**config.mk**
```make
export PLATFORM = sky130hd
export DESIGN_NAME = mem_access_ctrl_flat
export DESIGN_NICKNAME = d
export VERILOG_FILES = /design/src/rtl/mem_access_ctrl_pkg.sv /design/src/rtl/mem_access_ctrl_if.sv /design/src/rtl/mem_access_ctrl_load_lane_ext.sv /design/src/rtl/mem_access_ctrl.sv /design/src/flat_wrapper.sv
export SDC_FILE = /design/constraint.sdc
export NUM_CORES = 1
export LEC_CHECK = 0
export BUFFER_PORTS_ARGS = -buffer_cell sky130_fd_sc_hd__buf_2
export CAP_MARGIN = 5
export CORE_MARGIN = 8
export CORE_UTILIZATION = 35
export DETAILED_ROUTE_END_ITERATION = 12
export PLACE_DENSITY = 0.63
export REMOVE_ABC_BUFFERS = 1
export SYNTH_ARGS = -nofsm -noshare
export SYNTH_HDL_FRONTEND = slang
export SYNTH_SLANG_ARGS = --single-unit
```
**constraint.sdc**
```tcl
create_clock -name clk -period 2.9 [get_ports clk]
set_clock_uncertainty 0.05 [all_clocks]
set_input_delay 0.29 -clock clk [delete_from_list [all_inputs] [get_ports clk]]
set_output_delay 0.29 -clock clk [all_outputs]
set_load 0.05 [all_outputs]
```
**src/rtl/mem_access_ctrl_pkg.sv**
```systemverilog
// Shared definitions for the data-memory access sequencer: op codes, FSM states
// and per-op classification helpers.
package mem_access_ctrl_pkg;

   typedef enum logic [2:0] {
      OP_LW  = 3'b000,
      OP_LB  = 3'b001,
      OP_LBU = 3'b010,
      OP_LH  = 3'b011,
      OP_LHU = 3'b100,
      OP_SW  = 3'b101,
      OP_SB  = 3'b110,
      OP_SH  = 3'b111
   } op_t;

   typedef enum logic [1:0] {
      ST_IDLE = 2'b00,
      ST_RD   = 2'b01,
      ST_WR   = 2'b10,
      ST_RESP = 2'b11
   } state_t;

   localparam logic [1:0] MASK_BYTE = 2'b00;
   localparam logic [1:0] MASK_HALF = 2'b01;
   localparam logic [1:0] MASK_WORD = 2'b11;

   function automatic logic is_load(op_t op);
      return (op != OP_SW) && (op != OP_SB) && (op != OP_SH);
   endfunction

   function automatic logic is_sub_store(op_t op);
      return (op == OP_SB) || (op == OP_SH);
   endfunction

   // Address bits that must be zero for the access to be naturally aligned.
   function automatic logic [1:0] align_mask(op_t op);
      case (op)
         OP_LW, OP_SW:         return MASK_WORD;
         OP_LH, OP_LHU, OP_SH: return MASK_HALF;
         default:              return MASK_BYTE;
      endcase
   endfunction

endpackage

```
**src/rtl/mem_access_ctrl_if.sv**
```systemverilog
// CPU request/response and data-memory bus bundle for mem_access_ctrl.
// The slave modport is the controller's view; master is the CPU+memory side.
interface mem_access_ctrl_if #(
   parameter int ADDR_W = 32,
   parameter int DATA_W = 32
) ();

   logic              req_valid;
   logic              req_ready;
   logic [2:0]        req_op;
   logic [ADDR_W-1:0] req_addr;
   logic [DATA_W-1:0] req_wdata;
   logic              resp_valid;
   logic [DATA_W-1:0] resp_rdata;
   logic              resp_err;
   logic              stall;
   logic              mem_req;
   logic              mem_we;
   logic [ADDR_W-1:0] mem_addr;
   logic [DATA_W-1:0] mem_wdata;
   logic              mem_ack;
   logic [DATA_W-1:0] mem_rdata;

   modport slave (
      input  req_valid, req_op, req_addr, req_wdata, mem_ack, mem_rdata,
      output req_ready, resp_valid, resp_rdata, resp_err, stall,
             mem_req, mem_we, mem_addr, mem_wdata
   );

   modport master (
      output req_valid, req_op, req_addr, req_wdata, mem_ack, mem_rdata,
      input  req_ready, resp_valid, resp_rdata, resp_err, stall,
             mem_req, mem_we, mem_addr, mem_wdata
   );

endinterface

```
**src/rtl/mem_access_ctrl_load_lane_ext.sv**
```systemverilog
// Little-endian lane handling: extracts and extends the load lane, and merges
// the low byte/half of the store data into the word read back from memory.
module load_lane_ext
   import mem_access_ctrl_pkg::*;
(
   input  logic [31:0] word,
   input  logic [1:0]  addr,
   input  op_t         op,
   input  logic [15:0] wdata,
   output logic [31:0] load_val,
   output logic [31:0] store_word
);

   logic [7:0]  lane_byte;
   logic [15:0] lane_half;

   always_comb begin
      lane_byte  = word[{addr, 3'b000} +: 8];
      lane_half  = addr[1] ? word[31:16] : word[15:0];
      load_val   = word;
      store_word = word;

      case (op)
         OP_LB:   load_val = {{24{lane_byte[7]}}, lane_byte};
         OP_LBU:  load_val = {24'h000000, lane_byte};
         OP_LH:   load_val = {{16{lane_half[15]}}, lane_half};
         OP_LHU:  load_val = {16'h0000, lane_half};
         default: load_val = word;
      endcase

      // Only the addressed lane is replaced; the rest of the word is preserved.
      if (op == OP_SB) begin
         store_word[{addr, 3'b000} +: 8] = wdata[7:0];
      end else if (op == OP_SH) begin
         store_word[{addr[1], 4'b0000} +: 16] = wdata;
      end
   end

endmodule

```
**src/rtl/mem_access_ctrl.sv**
```systemverilog
// Multi-cycle load/store sequencer between the CPU datapath and word-wide data
// memory; sub-word stores are done as read-modify-write.
module mem_access_ctrl
   import mem_access_ctrl_pkg::*;
#(
   parameter int ADDR_W = 32,
   parameter int DATA_W = 32
) (
   input logic               clk,
   input logic               rst,
   mem_access_ctrl_if.slave  bus
);

   state_t            state;
   op_t               op_q;
   logic [1:0]        addr_lo_q;
   logic [15:0]       wdata_lo_q;
   logic [DATA_W-1:0] load_val;
   logic [DATA_W-1:0] store_word;
   op_t               req_op_c;
   logic              misaligned;

   assign req_op_c   = op_t'(bus.req_op);
   assign misaligned = (bus.req_addr[1:0] & align_mask(req_op_c)) != 2'b00;

   // The CPU is released in the RESP cycle so it advances together with resp_valid.
   assign bus.stall = ((state == ST_IDLE) && bus.req_valid) ||
                      (state == ST_RD) || (state == ST_WR);

   load_lane_ext u_lane (
      .word       (bus.mem_rdata),
      .addr       (addr_lo_q),
      .op         (op_q),
      .wdata      (wdata_lo_q),
      .load_val   (load_val),
      .store_word (store_word)
   );

   always_ff @(posedge clk) begin
      if (rst) begin
         state          <= ST_IDLE;
         op_q           <= OP_LW;
         addr_lo_q      <= '0;
         wdata_lo_q     <= '0;
         bus.req_ready  <= 1'b1;
         bus.resp_valid <= 1'b0;
         bus.resp_rdata <= '0;
         bus.resp_err   <= 1'b0;
         bus.mem_req    <= 1'b0;
         bus.mem_we     <= 1'b0;
         bus.mem_addr   <= '0;
         bus.mem_wdata  <= '0;
      end else begin
         case (state)
            ST_IDLE: begin
               if (bus.req_valid) begin
                  op_q          <= req_op_c;
                  addr_lo_q     <= bus.req_addr[1:0];
                  wdata_lo_q    <= bus.req_wdata[15:0];
                  bus.req_ready <= 1'b0;
                  if (misaligned) begin
                     state          <= ST_RESP;
                     bus.resp_valid <= 1'b1;
                     bus.resp_err   <= 1'b1;
                     bus.resp_rdata <= '0;
                  end else begin
                     state        <= (req_op_c == OP_SW) ? ST_WR : ST_RD;
                     bus.mem_req  <= 1'b1;
                     bus.mem_we   <= (req_op_c == OP_SW);
                     bus.mem_addr <= {bus.req_addr[ADDR_W-1:2], 2'b00};
                     if (req_op_c == OP_SW) begin
                        bus.mem_wdata <= bus.req_wdata;
                     end
                  end
               end
            end

            // mem_req stays high from the read into the write of a sub-word store.
            ST_RD: begin
               if (bus.mem_ack) begin
                  if (is_load(op_q)) begin
                     state          <= ST_RESP;
                     bus.mem_req    <= 1'b0;
                     bus.resp_valid <= 1'b1;
                     bus.resp_err   <= 1'b0;
                     bus.resp_rdata <= load_val;
                  end else begin
                     state         <= ST_WR;
                     bus.mem_we    <= 1'b1;
                     bus.mem_wdata <= store_word;
                  end
               end
            end

            ST_WR: begin
               if (bus.mem_ack) begin
                  state          <= ST_RESP;
                  bus.mem_req    <= 1'b0;
                  bus.mem_we     <= 1'b0;
                  bus.resp_valid <= 1'b1;
                  bus.resp_err   <= 1'b0;
                  bus.resp_rdata <= '0;
               end
            end

            ST_RESP: begin
               state          <= ST_IDLE;
               bus.resp_valid <= 1'b0;
               bus.req_ready  <= 1'b1;
            end

            default: begin
               state <= ST_IDLE;
            end
         endcase
      end
   end

endmodule
```
**src/flat_wrapper.sv**
```systemverilog
// flat-port wrapper written by rule: the top's interface ports become plain ports
module mem_access_ctrl_flat import mem_access_ctrl_pkg::*;
#(
   parameter int ADDR_W = 32,
   parameter int DATA_W = 32
)
  (clk, rst, bus_req_valid, bus_req_op, bus_req_addr, bus_req_wdata, bus_mem_ack, bus_mem_rdata, bus_req_ready, bus_resp_valid, bus_resp_rdata, bus_resp_err, bus_stall, bus_mem_req, bus_mem_we, bus_mem_addr, bus_mem_wdata);
  mem_access_ctrl_if #(.ADDR_W(ADDR_W), .DATA_W(DATA_W)) bus_i ();
  input logic clk;
  input logic rst;
  input wire logic [$bits(bus_i.req_valid)-1:0] bus_req_valid;
  input wire logic [$bits(bus_i.req_op)-1:0] bus_req_op;
  input wire logic [$bits(bus_i.req_addr)-1:0] bus_req_addr;
  input wire logic [$bits(bus_i.req_wdata)-1:0] bus_req_wdata;
  input wire logic [$bits(bus_i.mem_ack)-1:0] bus_mem_ack;
  input wire logic [$bits(bus_i.mem_rdata)-1:0] bus_mem_rdata;
  output wire logic [$bits(bus_i.req_ready)-1:0] bus_req_ready;
  output wire logic [$bits(bus_i.resp_valid)-1:0] bus_resp_valid;
  output wire logic [$bits(bus_i.resp_rdata)-1:0] bus_resp_rdata;
  output wire logic [$bits(bus_i.resp_err)-1:0] bus_resp_err;
  output wire logic [$bits(bus_i.stall)-1:0] bus_stall;
  output wire logic [$bits(bus_i.mem_req)-1:0] bus_mem_req;
  output wire logic [$bits(bus_i.mem_we)-1:0] bus_mem_we;
  output wire logic [$bits(bus_i.mem_addr)-1:0] bus_mem_addr;
  output wire logic [$bits(bus_i.mem_wdata)-1:0] bus_mem_wdata;
  assign bus_i.req_valid = bus_req_valid;
  assign bus_i.req_op = bus_req_op;
  assign bus_i.req_addr = bus_req_addr;
  assign bus_i.req_wdata = bus_req_wdata;
  assign bus_i.mem_ack = bus_mem_ack;
  assign bus_i.mem_rdata = bus_mem_rdata;
  assign bus_req_ready = bus_i.req_ready;
  assign bus_resp_valid = bus_i.resp_valid;
  assign bus_resp_rdata = bus_i.resp_rdata;
  assign bus_resp_err = bus_i.resp_err;
  assign bus_stall = bus_i.stall;
  assign bus_mem_req = bus_i.mem_req;
  assign bus_mem_we = bus_i.mem_we;
  assign bus_mem_addr = bus_i.mem_addr;
  assign bus_mem_wdata = bus_i.mem_wdata;
  mem_access_ctrl #(.ADDR_W(ADDR_W), .DATA_W(DATA_W)) u_core (.clk(clk), .rst(rst), .bus(bus_i));
endmodule
```
Word level (Yosys, flattened, before mapping)
Index checks and enable logic that the tools add are counted.

$add $sub $neg: 2. Equality and inequality tests: 24. Shifts and indexed selects: 5. Mux-type cells: 46. Bitwise operators: 2. Reduce and logical (&&, ||, !) cells: 22.

Operators with widths (count): 32-bit 2-to-1 mux (12); 32-bit one-hot mux with 4 select lines (1); 32-bit one-hot mux with 3 select lines (1); 32-bit bitwise mux (2); 32-bit one-hot mux with 2 select lines (1); 16-bit by 7-bit variable shift with 32-bit output (first input constant) (1); 8-bit by 7-bit variable shift with 32-bit output (first input constant) (1); 16-bit by 7-bit indexed part select with 32-bit output (1); 32-bit by 6-bit indexed part select with 8-bit output (1); 8-bit by 7-bit indexed part select with 32-bit output (1); 6-bit AND reduction (4); 3-bit == test (second input constant) (6); 1-bit 2-to-1 mux (16); 16-bit 2-to-1 mux (1); 2-bit != test (second input constant) (7); 5-bit negation with 7-bit output (2); 2-bit 2-to-1 mux (5); 3-bit by 2-bit == test with 1-bit output (second input constant) (3); 3-bit != test (second input constant) (3); 1-bit one-hot mux with 3 select lines (3); 2-bit one-hot mux with 4 select lines (1); 3-bit AND reduction (2); 2-bit nonzero test (3); 5-bit AND reduction (1); 17 further kinds (22).

Flip-flop bits (word level): 122. Bits of input ports: 103. Output and inout bits: 102. Logic and storage cells: 113.

Logic depth before layout (Yosys ltp)
Depth after elaboration: 8. Gate-level depth with buffers: 10. Mapped depth without buffers: 7.

By module
A second synthesis with hierarchy kept.

Cell total of the unflattened synthesis: 858. Area total of the unflattened synthesis: 7402.1 um2.

By module, submodules not included: mem_access_ctrl (times used 1, cells an instance 580, area an instance 5484.0 um2, seq. area each 2442.3 um2); load_lane_ext (times used 1, cells an instance 278, area an instance 1918.1 um2, seq. area each 0.0 um2).

Least setup slack after synthesis
OpenSTA, ideal clock, no wires.

Path type: register -> register. From: reg u_core.addr_lo_q[1]. To: reg u_core.bus.mem_wdata[11] (netlist name). Setup time: 72 ps. Data arrival time: 2255 ps. Data required time: 2778 ps. Setup slack: 523 ps. Cell stages (with the launch flop): 11. Clock period less this slack: 2377 ps. Cells stage by stage: dfxtp_1 inv_1 buf_2 buf_2 ha_1 nor2b_1 and3_1 clkbuf_1 a2111oi_0 or4_1 mux2i_1.

Word-level cells in the longest chain between the ends: 8.

Ends and longest elaborated chain: start, declared (line mem_access_ctrl.sv:16) `logic [1:0] addr_lo_q;`; start signal, assigned (line mem_access_ctrl.sv:58) `addr_lo_q <= bus.req_addr[1:0];`; 5-bit negation with 7-bit output (line mem_access_ctrl_load_lane_ext.sv:35) `store_word[{addr[1], 4'b0000} +: 16] = wdata;`; 16-bit by 7-bit indexed part select with 32-bit output or 16-bit by 7-bit variable shift with 32-bit output (tied branches) (line mem_access_ctrl_load_lane_ext.sv:35); 32-bit bitwise mux (line mem_access_ctrl_load_lane_ext.sv:35); 32-bit 2-to-1 mux (line mem_access_ctrl_load_lane_ext.sv:34) `end else if (op == OP_SH) begin`; 32-bit 2-to-1 mux (*) (line mem_access_ctrl_load_lane_ext.sv:32) `if (op == OP_SB) begin`; 32-bit 2-to-1 mux (*) (line mem_access_ctrl.sv:81) `if (is_load(op_q)) begin`; 32-bit 2-to-1 mux (*) (line mem_access_ctrl.sv:80) `if (bus.mem_ack) begin`; 32-bit one-hot mux with 2 select lines (*) (line mem_access_ctrl.sv:54) `case (state)`; end signal, assigned (line mem_access_ctrl.sv:72) `bus.mem_wdata <= bus.req_wdata;`; end signal, assigned (line mem_access_ctrl.sv:90) `bus.mem_wdata <= store_word;`; end, declared (line mem_access_ctrl_if.sv:27) `mem_req, mem_we, mem_addr, mem_wdata`.

Mark *: on every way between the ends. The rest lies on a longest branch, timed or not. The select of a mux whose other input is x is not followed. A chain may end at the register's enable or synchronous reset.

Final worst setup path
From: reg u_core.state[1]. To: reg u_core.bus.resp_rdata[31].

Word-level cells in the longest chain between the ends: 3.

Ends and longest elaborated chain: start, declared (line mem_access_ctrl.sv:14) `state_t state;`; start signal, assigned (line mem_access_ctrl.sv:67) `state <= (req_op_c == OP_SW) ? ST_WR : ST_RD;`; 2-bit by 1-bit == test with 1-bit output, or another cell as far along (line mem_access_ctrl.sv:54); 2-bit != test (no source line), or another cell as far along; 6-bit AND reduction (no source line); end signal, assigned (line mem_access_ctrl.sv:86) `bus.resp_rdata <= load_val;`; end, declared (line mem_access_ctrl_if.sv:26) `output req_ready, resp_valid, resp_rdata, resp_err, stall,`.

Several ways; a longest one is shown, not always the timed one.

==> metrics.cfg <==
[yosys]
yosysMostFrequentCell=dfxtp_1
synth_top_cell_area_share_pct=35.6
netlist_area_mm2=0.00687
synth.largest_area_cell=dfxtp_1
synth_common_cells=dfxtp_1 (122), nor2_1 (72), a21oi_1 (65), mux2i_1 (63), nand2_1 (58)
synthArstFlopShare_pct=0
synth.distinct_cells=70
yosysSeqAreaShare_pct=35.6
synthCells=778
synth-edff-count=0
ys_ff_latch=122
synth-main-ff-cell=dfxtp_1
synth_area_leaders=dfxtp_1 (36%), mux2i_1 (9.2%), a21oi_1 (4.7%), nor2b_1 (4.7%), nand2b_1 (4.1%)
synth.avg_cell_area_um2=8.83
yosysWarnings=0

[detailed_routing]
firstDrtPassIters=5
wire_per_inst_um=20.6
ant_nets=0
vias=6795
drcViolationCount=0
drt_iter0_drc=568
avgViaCountPerCell=5.46
drt_wl_total_mm=25.7

[floorplan]
io_pins=205
rows=51
die_h_um=156
core_mm2=0.0193
die_area_mm2=0.0244
die_w_um=156
initial_utilization_pct=35.5

[grt]
grt_pass1_wl_mm=39.2
grt_max_degree=54
antenna_found_initial=7
grt_usage_pct=20.9
overflow=0
grt_pass1_vias=6668

[pwr]
power.share.combinational_pct=47.0
switching_power_mw=3.90
clkPwrFrac_pct=25.6
p_total_mw=8.20
p_seq_share_pct=27.4
p_int_mw=4.30
leakage_nw=4.23
p_per_area_mw_per_mm2=944
p_sw_share_pct=47.5
ir_drop_v=0.000703

[cells_and_area]
fin_nets=1076
fillers=1951
layout-drive-gt1-share_pct=29.6
postLayoutCoreUtil_pct=44.9
finalNonFillerCells=1244
regArea_mm2=0.00244
multi_input_area_mm2=0.00411
area_growth_pct=26.5

[timing]
fin_crit_sh_pct=83.5
finalSetupViolations=0
setup_ws_ns=0.479
fmax_mhz=413
period_minus_slack_ns=2.42
worst_pin_slew_ns=0.995
slew_headroom_pct=33.4
fin_setup_tns_ns=0
drv_slew=0
rsz0062_at_grt=no
finalHoldViolCount=0

[worst_setup_path]
end_kind=flop
crit_required_ns=3.18
cp_max_fo=17
crit_type=flop to flop
worstPathArrival_ns=2.70
startpoint_type=flop

[placed_design]
dp_hpwl_mm=18.9
port_buffers=202
gp_congestion=0.887
placed_cells=1210
dpl_worst_slack_ns=0.504

[clocking]
htree_levels=4
cts_buffer_depth=2
post_cts_buffers=0
cts_tree=yes
postCtsResizedCells=0
cts-buffers-inserted=17
cts_num_sinks=122
cts-root-buf=clkbuf_16
clkTransAtPathRegs_ns=0.07
hold_buffers=0
clk_latency_ns=0.44

[worst_hold_path]
hold_class=input port to flop

[run_status]
status=completed

[job]
cap_viol_max_count=0

## state kept, by name (all words and copies together), names as in the netlist, 2 cells and up
name	flops
u_core.bus.mem_wdata	32
u_core.bus.resp_rdata	32
u_core.bus.mem_addr	30
u_core.wdata_lo_q	16
u_core.op_q	3
u_core.addr_lo_q	2
u_core.state	2
## metal layers
layer | track usage (%) | wire length (um) | up-vias
met5 | 0 | 66 | -
met4 | 5.91 | 384 | 12
met3 | 7.92 | 2510 | 42
met2 | 33.3 | 11800 | 290
met1 | 25.7 | 10900 | 3216
li1 | - | - | 3235
## per-stage QoR
step / hold slack, ns / area, um2
global placement: 0.392 / 8110
CTS: 0.0285 / 8680
global route: 0.0279 / 8680
floorplan: 0.309 / 6570
finish: 0.0342 / 8690
detailed placement: 0.397 / 8110
## path summary, 6_finish.rpt
check                         from                        end  slack [ns]  depth (start not counted)
min               bus_req_addr[18]    u_core.bus.mem_addr[18]        0.03                          3
min reg2reg  u_core.wdata_lo_q[12]      u_core.wdata_lo_q[12]        0.41                          2
max                u_core.state[1]  u_core.bus.resp_rdata[31]        0.48                          7
max reg2reg        u_core.state[1]  u_core.bus.resp_rdata[31]        0.48                          7
## placed cells by master, fill, tap and decap left out, drive strengths merged, types with 3 or more instances in the layout
| cell | synthesis | final |
|---|---|---|
| ha | 9 | 9 |
| mux2 | 3 | 3 |
| a21oi | 67 | 67 |
| or4 | 16 | 16 |
| dfxtp | 122 | 122 |
| a22o | 15 | 15 |
| or3 | 3 | 3 |
| a221oi | 8 | 8 |
| and2 | 3 | 3 |
| nand2b | 46 | 46 |
| o2bb2ai | 16 | 16 |
| o221ai | 7 | 7 |
| o21bai | 3 | 3 |
| o31ai | 17 | 17 |
| a32o | 17 | 17 |
| nand2 | 60 | 60 |
| nor3 | 3 | 3 |
| a2111oi | 16 | 16 |
| a21o | 17 | 17 |
| nor2b | 52 | 52 |
| clkbuf | 29 | 17 |
| o211a | 16 | 16 |
| mux2i | 63 | 63 |
| buf | 32 | 227 |
| o21ai | 24 | 24 |
| inv | 7 | 20 |
| nor2 | 74 | 74 |
## kinds of logic (layout without fill, tap and decap cells)
group,count (synthesis),after routing,share of synthesized area (%)
flip-flops,122,122,35.6
other,1,4,0.0546
AND/OR/NAND/NOR,269,269,21.0
buffers and inverters,68,266,4.83
adder cells (fa/ha/maj),9,9,1.64
AO/OA/AOI/OAI,238,238,26.1
multiplexers,68,68,10.3
XOR/XNOR,3,3,0.492
## power by group through the flow
stage	clock, mW	combinational, mW	sequential, mW
global route	2.23	4.13	2.28
finish	2.10	3.85	2.24
detailed placement	0	3.84	2.28
global placement	0	3.81	2.27
floorplan	0	1.78	3.16
CTS	2.13	3.85	2.24
## area by class of cell
class | instances | share of cell area [%]
timing repair buffer | 227 | 13.8
multi-input combinational | 589 | 47.3
clock buffer | 17 | 4.90
sequential | 122 | 28.1
inverter | 7 | 0.302
clock inverter | 15 | 1.67
antenna | 2 | 0.0576
tap | 265 | 3.82
## worst max-delay path, stage by stage, from the launching register on
cell      delay (ns)
dfxtp_1         0.40
inv_1           0.08
ha_1            0.35
nand2b_1        0.20
o21ai_2         0.17
nor3_4          0.27
nand2_1         0.43
o31ai_1         0.37
(Power assumes the default switching activity.)
